===== src/rtl/hazard_fwd_ctrl.sv =====
// rtl/hazard_fwd_ctrl.sv - operand forwarding, load-use/CBZ stall sequencing and branch flush.
// Optional HAZARD_STATS_EN adds a saturating stall-cycle counter port (stallCount).
module hazard_fwd_ctrl (
    input  logic       clk,
    input  logic       reset,
    input  logic [4:0] Rn_id,
    input  logic [4:0] Rm_id,
    input  logic       useRn_id,
    input  logic       useRm_id,
    input  logic       cbz_id,
    input  logic [4:0] Rd_ex,
    input  logic [4:0] Rd_mem,
    input  logic [4:0] Rd_wr,
    input  logic       RegWrite_ex,
    input  logic       RegWrite_mem,
    input  logic       RegWrite_wr,
    input  logic       MemRead_ex,
    input  logic       MemRead_mem,
    input  logic       brTaken_id,
    output logic [1:0] fwdA,
    output logic [1:0] fwdB,
    output logic       stall_pc,
    output logic       stall_ifid,
    output logic       bubble_idex,
    output logic       flush_ifid
`ifdef HAZARD_STATS_EN
    ,
    output logic [15:0] stallCount
`endif
);

    typedef enum logic [1:0] {RUN, STALL1, STALL2} state_t;

    state_t     state;
    state_t     state_next;
    logic [4:0] rn_ex;
    logic [4:0] rm_ex;
    logic       load_use;
    logic       cbz_load;
    logic       cbz_alu;
    logic       stall;

    // X31 is hard-wired zero, so it never carries a dependency
    function automatic logic match(input logic we, input logic [4:0] rd, input logic [4:0] r);
        return we && (rd == r) && (r != 5'd31);
    endfunction

    always_comb begin
        load_use = MemRead_ex && ((useRn_id && match(RegWrite_ex, Rd_ex, Rn_id)) ||
                                  (useRm_id && match(RegWrite_ex, Rd_ex, Rm_id)));
        cbz_load = cbz_id && MemRead_ex && match(RegWrite_ex, Rd_ex, Rm_id);
        cbz_alu  = cbz_id && ((match(RegWrite_ex, Rd_ex, Rm_id) && !MemRead_ex) ||
                              (MemRead_mem && match(RegWrite_mem, Rd_mem, Rm_id)));
    end

    always_comb begin
        state_next = state;
        stall      = 1'b0;
        case (state)
            RUN: begin
                if (cbz_load) begin
                    state_next = STALL2;
                    stall      = 1'b1;
                end else if (load_use || cbz_alu) begin
                    state_next = STALL1;
                    stall      = 1'b1;
                end
            end
            STALL2: begin
                state_next = STALL1;
                stall      = 1'b1;
            end
            STALL1: begin
                state_next = RUN;
                stall      = 1'b1;
            end
            default: begin
                state_next = RUN;
            end
        endcase
    end

    always_comb begin
        fwdA = 2'b00;
        fwdB = 2'b00;
        if (match(RegWrite_mem, Rd_mem, rn_ex))
            fwdA = 2'b10;
        else if (match(RegWrite_wr, Rd_wr, rn_ex))
            fwdA = 2'b01;
        if (match(RegWrite_mem, Rd_mem, rm_ex))
            fwdB = 2'b10;
        else if (match(RegWrite_wr, Rd_wr, rm_ex))
            fwdB = 2'b01;
    end

    assign stall_pc    = stall;
    assign stall_ifid  = stall;
    assign bubble_idex = stall;
    assign flush_ifid  = brTaken_id && !stall;

    // A bubble entering ID/EX reads nothing, so its sources park on X31
    always_ff @(posedge clk) begin
        if (reset) begin
            state <= RUN;
            rn_ex <= 5'd31;
            rm_ex <= 5'd31;
        end else begin
            state <= state_next;
            if (stall) begin
                rn_ex <= 5'd31;
                rm_ex <= 5'd31;
            end else begin
                rn_ex <= Rn_id;
                rm_ex <= Rm_id;
            end
        end
    end

`ifdef HAZARD_STATS_EN
    always_ff @(posedge clk) begin
        if (reset)
            stallCount <= 16'd0;
        else if (stall && (stallCount != 16'hFFFF))
            stallCount <= stallCount + 16'd1;
    end
`endif

endmodule


===== config.mk =====
export PLATFORM = sky130hd
export DESIGN_NAME = hazard_fwd_ctrl
export DESIGN_NICKNAME = d
export VERILOG_FILES = /design/src/rtl/hazard_fwd_ctrl.sv
export SDC_FILE = /design/constraint.sdc
export NUM_CORES = 1
export LEC_CHECK = 0
export ABC_AREA = 1
export BUFFER_PORTS_ARGS = -buffer_cell sky130_fd_sc_hd__buf_4
export CORE_ASPECT_RATIO = 1.2
export CORE_MARGIN = 4
export CORE_UTILIZATION = 45
export CTS_CLUSTER_SIZE = 24
export DETAILED_ROUTE_END_ITERATION = 8
export PLACE_DENSITY = 0.82
export SYNTH_ARGS = -nofsm -noshare
export SYNTH_HDL_FRONTEND = slang
export SYNTH_SLANG_ARGS = --single-unit
export TNS_END_PERCENT = 10

===== constraint.sdc =====
create_clock -name clk -period 2.6 [get_ports clk]
set_input_delay 0.39 -clock clk [delete_from_list [all_inputs] [get_ports clk]]
set_output_delay 0.39 -clock clk [all_outputs]
set_load 0.01 [all_outputs]

# --- Word level (Yosys, flattened, before mapping) ---
# Cells that the tools add are included.
op_classes:
  n_addsub: 0
  multipliers: 0
  n_div: 0
  magnitude_cmp: 0
  eq_ne: 14
  shift: 0
  mux: 10
  bitwise_logic: 0
  n_reduce_logical: 31
ops:
  columns: ["op", "n"]
  rows:
  - ["$eq 5x5->1", 7]
  - ["$logic_and 1x1->1", 23]
  - ["$ne 5x5->1 const B", 4]
  - ["$mux 2", 4]
  - ["$mux 1", 4]
  - ["$pmux 2 s2", 1]
  - ["$reduce_or 2->1", 2]
  - ["$logic_or 1x1->1", 3]
  - ["$ne 3x3->1 const B", 1]
  - ["$eq 2x1->1 const B", 1]
  - ["$eq 2x2->1 const B", 1]
  - ["$logic_not 1->1", 2]
  - ["$logic_not 2->1", 1]
  - ["$pmux 1 s2", 1]
totals:
  register_bits: 12
  latch_bits: 0
  ramBits: 0
  mem_bits_ro: 0
  in_bits: 36
  out_inout_bits: 8
  word_cells: 58
  mem_count: 0

# --- Depth between registers and ports, before layout ---
logic_depth:
  ltp_word: 12
  mapped_depth: 14
  ltp_nobuf: 12

# --- Least setup slack after synthesis ---
# Ideal clock, no wire load.
synth_path:
  kind: "input to output"
  from: "input Rm_id[1]"
  to: "output stall_ifid"
  arrival_ns: 1.426
  required_ns: 2.210
  slack_ns: 0.784
  stages: 14
  path_buffers: 2
  path_cell_list: "inv_1 > nand2_1 > nand2_1 > nor2_1 > nand3_1 > nand2_1 > nand2_2 > nand2_1 > nand2_1 > nand2_2 > nand2_2 > buf_6 > inv_1 > buf_4"
synth_between:
  elab_chain_cells: 10
  word_cells_on_any_way: 19
  cone_classes: "eq/ne (3); mux (3); reduce/logical (13)"
synth_rtl:
  columns: ["element", "line_no", "text"]
  rows:
  - ["from (decl)", "7", "input logic [4:0] Rm_id,"]
  - ["$eq 5x5->1", "45", "return we && (rd == r) && (r != 5'd31);"]
  - ["$logic_and 1x1->1 (2 in a row)", "45", null]
  - ["$logic_and 1x1->1, on equally long branches", "50, 52, 53", null]
  - ["$logic_or 1x1->1, on equally long branches", "49, 52", null]
  - ["$logic_and 1x1->1, on equally long branches", "49, 52", null]
  - ["$logic_or 1x1->1", "64", "end else if (load_use || cbz_alu) begin"]
  - ["$mux 1", "64", null]
  - ["$mux 1 (*)", "61", "if (cbz_load) begin"]
  - ["$pmux 1 s2 (*)", "59", "case (state)"]
  - ["to (decl)", "23", "output logic stall_ifid,"]
# Every way passes the cells marked *; elsewhere a longest branch is shown, timed or not.

# --- Worst setup path in the final report ---
layout_path:
  from: "input Rn_id[0]"
  to: "output stall_pc"
layout_between:
  elab_chain_cells: 10
  word_cells_on_any_way: 11
  cone_classes: "eq/ne (2); mux (3); reduce/logical (6)"
layout_rtl:
  columns: ["element", "line_no", "text"]
  rows:
  - ["from (decl)", "6", "input logic [4:0] Rn_id,"]
  - ["$eq 5x5->1", "45", null]
  - ["$logic_and 1x1->1", "45", null]
  - ["$logic_and 1x1->1 (*)", "45", null]
  - ["$logic_and 1x1->1 (*)", "49", "load_use = MemRead_ex && ((useRn_id && match(RegWrite_ex, Rd_ex, Rn_id)) ||"]
  - ["$logic_or 1x1->1 (*)", "49", null]
  - ["$logic_and 1x1->1 (*)", "49", null]
  - ["$logic_or 1x1->1 (*)", "64", null]
  - ["$mux 1 (*)", "64", null]
  - ["$mux 1 (*)", "61", null]
  - ["$pmux 1 s2 (*)", "59", null]
  - ["to (decl)", "22", "output logic stall_pc,"]
# Marks and branches as above.

==> qor.yml <==
status:
  status: "complete, no violations"
sta:
  slew_violations: 0
  skew_ns: 0.00459
  finalSetupTns_ns: 0
  finalCritPeriodShare_pct: 77.7
  worst_slack_ns: 0.579
  period_minus_slack_ns: 2.02
  clock.fmax_ghz: 0.495
  hold_violations: 0
  setup_violations: 0
  rsz0062_at_grt: "no"
  worst_slew_pin_slew_ns: 0.385
  slew_headroom_pct: 74.1
clocking:
  postCtsResizedCells: 0
  cts_setup_buffers: 0
  clk_latency_ns: 0.27
  htreeDepth: 1
  cts_buffer_depth: 2
  hold_buffers: 0
  clkTransAtPathRegs_ns: 0.08
  ctsRootBufferMaster: "clkbuf_4"
  cts.sinks: 12
  cts_tree: "yes"
  numCtsBuffers: 3
final_layout:
  drive_above_1_share_pct: 24.0
  nNetsFinal: 261
  utilization_pct: 63.3
  syn_to_final_growth_pct: 34.6
  antenna_cells: 0
  final_cells: 252
synthesis:
  synth_top_area_cell: "dfxtp_1"
  synthTopCellsByArea: "dfxtp_1 (22%), nand2_1 (16%), inv_1 (9.8%)"
  syn_inst: 177
  yosysSeqAreaShare_pct: 22.4
  syn_nets: 216
  ys_types: 23
  ys_warn_count: 0
  synth_top_area_share_pct: 22.4
  syn_area_per_cell_um2: 6.07
  synthesis.area_um2: 1070
  ys_ff_latch: 12
worst_setup_path:
  rr_endpoint: "rn_ex[0]"
  crit_path_start_kind: "input pin"
  r2r_cells: 6
  critPathCaptureType: "output port"
  max_stage_delay_ns: 0.23
  worstPathCellList: "buf_4, inv_1, nor2_1, nor3_1, nand4_1, nand2_1, nand2_1, nand2_2, nand2_2, inv_1, buf_4"
  cpMaxStageDelayCell: "nor3_1"
  cp_max_fo: 11
  crit_type: "input pin to output port"
  rr_startpoint: "state[0]"
  cp.required_ns: 2.21
  crit_arrival_ns: 1.63
  r2r_setup_slack_ns: 1.36
place:
  hpwl_um: 2410
  place_ws_ns: 0.573
  dp.cells: 248
  portBuffers: 43
  gp_congestion: 0.821
routing:
  post-route-drc-count: 0
  num_vias: 1241
  antenna_left: 0
  finalWirelength_um: 2780
  wire_per_inst_um: 11.0
  vias_per_cell: 4.92
  drt_iter0_drc: 26
  firstDrtPassIters: 4
pwr:
  pwr-share-clk_pct: 24.4
  power_density_nw_per_um2: 412
  p_int_w: 0.000399
  p_seq_share_pct: 37.8
  vdd_drop_max_uv: 371
  p_switching_w: 0.000197
  p_sw_share_pct: 33.1
  combPwrFrac_pct: 37.7
  p_leak_nw: 0.807
min_path:
  min_delay_worst_endpoint: "state[1]"
  hp-class: "input pin to flip-flop"
  hold_path_depth: 2
  worstHoldStart: "reset"
die:
  io_pins: 44
  die_area_um2: 3230
  core_area_um2: 2280
  row_count: 19
  dieHeight_um: 61.5
  initial_utilization_pct: 47.0
  die_x_um: 52.6
grt:
  grt_start_max_net_pins: 12
  antenna_found_initial: 0
  overflow: 0
  grt_pass1_wl_um: 4390
  grt_pass1_vias: 1125
  grt_usage_pct: 17.9
run:
  drv_cap: 0
[stage by stage]
| stage | total power [W] | hold WS (ns) | area (um^2) |
|---|---|---|---|
| global placement | 0.000452 | 0.509 | 1410 |
| CTS | 0.000597 | 0.292 | 1450 |
| global route | 0.000640 | 0.282 | 1450 |
| floorplan | 0.000367 | 0.459 | 1070 |
| finish | 0.000595 | 0.290 | 1450 |
| detailed placement | 0.000455 | 0.509 | 1410 |
[final cells by class]
type	instances	area [um^2]
repair buffers	43	323
flip-flops and latches	12	240
multi-input cells	131	691
clock buffers	4	36.3
inverters	31	116
fillers	247	837
well taps	31	38.8
[sequential cells by signal, indices dropped and copies added (netlist names)]
register and cells:
rm_ex 5, state 2, rn_ex 5
[cell usage after synthesis]
cell and number:
nand2_1 46, nor3_1 2, o2111ai_1 2, nand4_1 4
o221ai_1 2, or2_2 1, inv_1 28, buf_4 2
o21ai_0 6, o22ai_1 1, nand3_1 20, xor2_1 9
clkinv_1 1, nor4_1 3, a21oi_1 3, buf_6 1
inv_2 2, dfxtp_1 12, ha_1 3, xnor2_1 7
nand2_2 3, nor2_1 18, a21boi_0 1
[worst max-delay path by stage]
stage / slack (ns) / end / cells past startpoint / startpoint
global placement: 0.60 / stall_ifid / 11 / Rn_id[0]
CTS: 0.57 / stall_pc / 11 / Rn_id[0]
floorplan: 0.78 / stall_ifid / 14 / Rm_id[1]
detailed placement: 0.57 / stall_pc / 11 / Rn_id[0]
global route: 0.40 / stall_ifid / 14 / Rm_id[3]
finish: 0.58 / stall_pc / 11 / Rn_id[0]
[logic make-up after synthesis]
group	share of synthesized area, %
xor gates and xnor gates	13.1
and+or+nand+nor	39.0
buffers and inverters	13.3
DFF	22.4
adders and majority gates	3.50
AOI/OAI and AO/OA	8.74
[routing by layer]
metal | part of all wire, % | GRT usage (%) | vias up
met3 | 6.0 | 3.15 | 4
met4 | 1.3 | 3.65 | 0
met1 | 39 | 18.7 | 543
met5 | 0 | 0 | -
li1 | - | - | 649
met2 | 54 | 36.5 | 45
[cells in the final DEF (no fill, tap or decap)]
cell       count
o221ai_1       2
clkbuf_8       1
a21oi_1        3
nand2_1       46
o21ai_0        6
nand2_2        3
nand3_1       20
or2_2          1
o2111ai_1      2
xnor2_1        7
dfxtp_1       12
nand4_1        4
xor2_1         9
o22ai_1        1
inv_1         28
nor2_1        18
clkbuf_4       3
nor4_1         3
nor3_1         2
a21boi_0       1
inv_2          2
ha_1           3
buf_4         43
clkinv_1       1
[worst max-delay path, delay by kind of cell]
kind | cells | cell delay (ns)
AND/OR/NAND/NOR | 7 | 0.80
buffers and inverters | 4 | 0.43
[power by group through the flow]
stage	clock network (W)	registers, W	logic (W)
after detailed placement	0	0.000230	0.000225
after floorplan	0	0.000223	0.000144
final	0.000145	0.000225	0.000225
after CTS	0.000145	0.000225	0.000227
after global placement	0	0.000230	0.000222
after global routing	0.000160	0.000228	0.000253
Note: power is estimated with default switching activity, not from simulation.
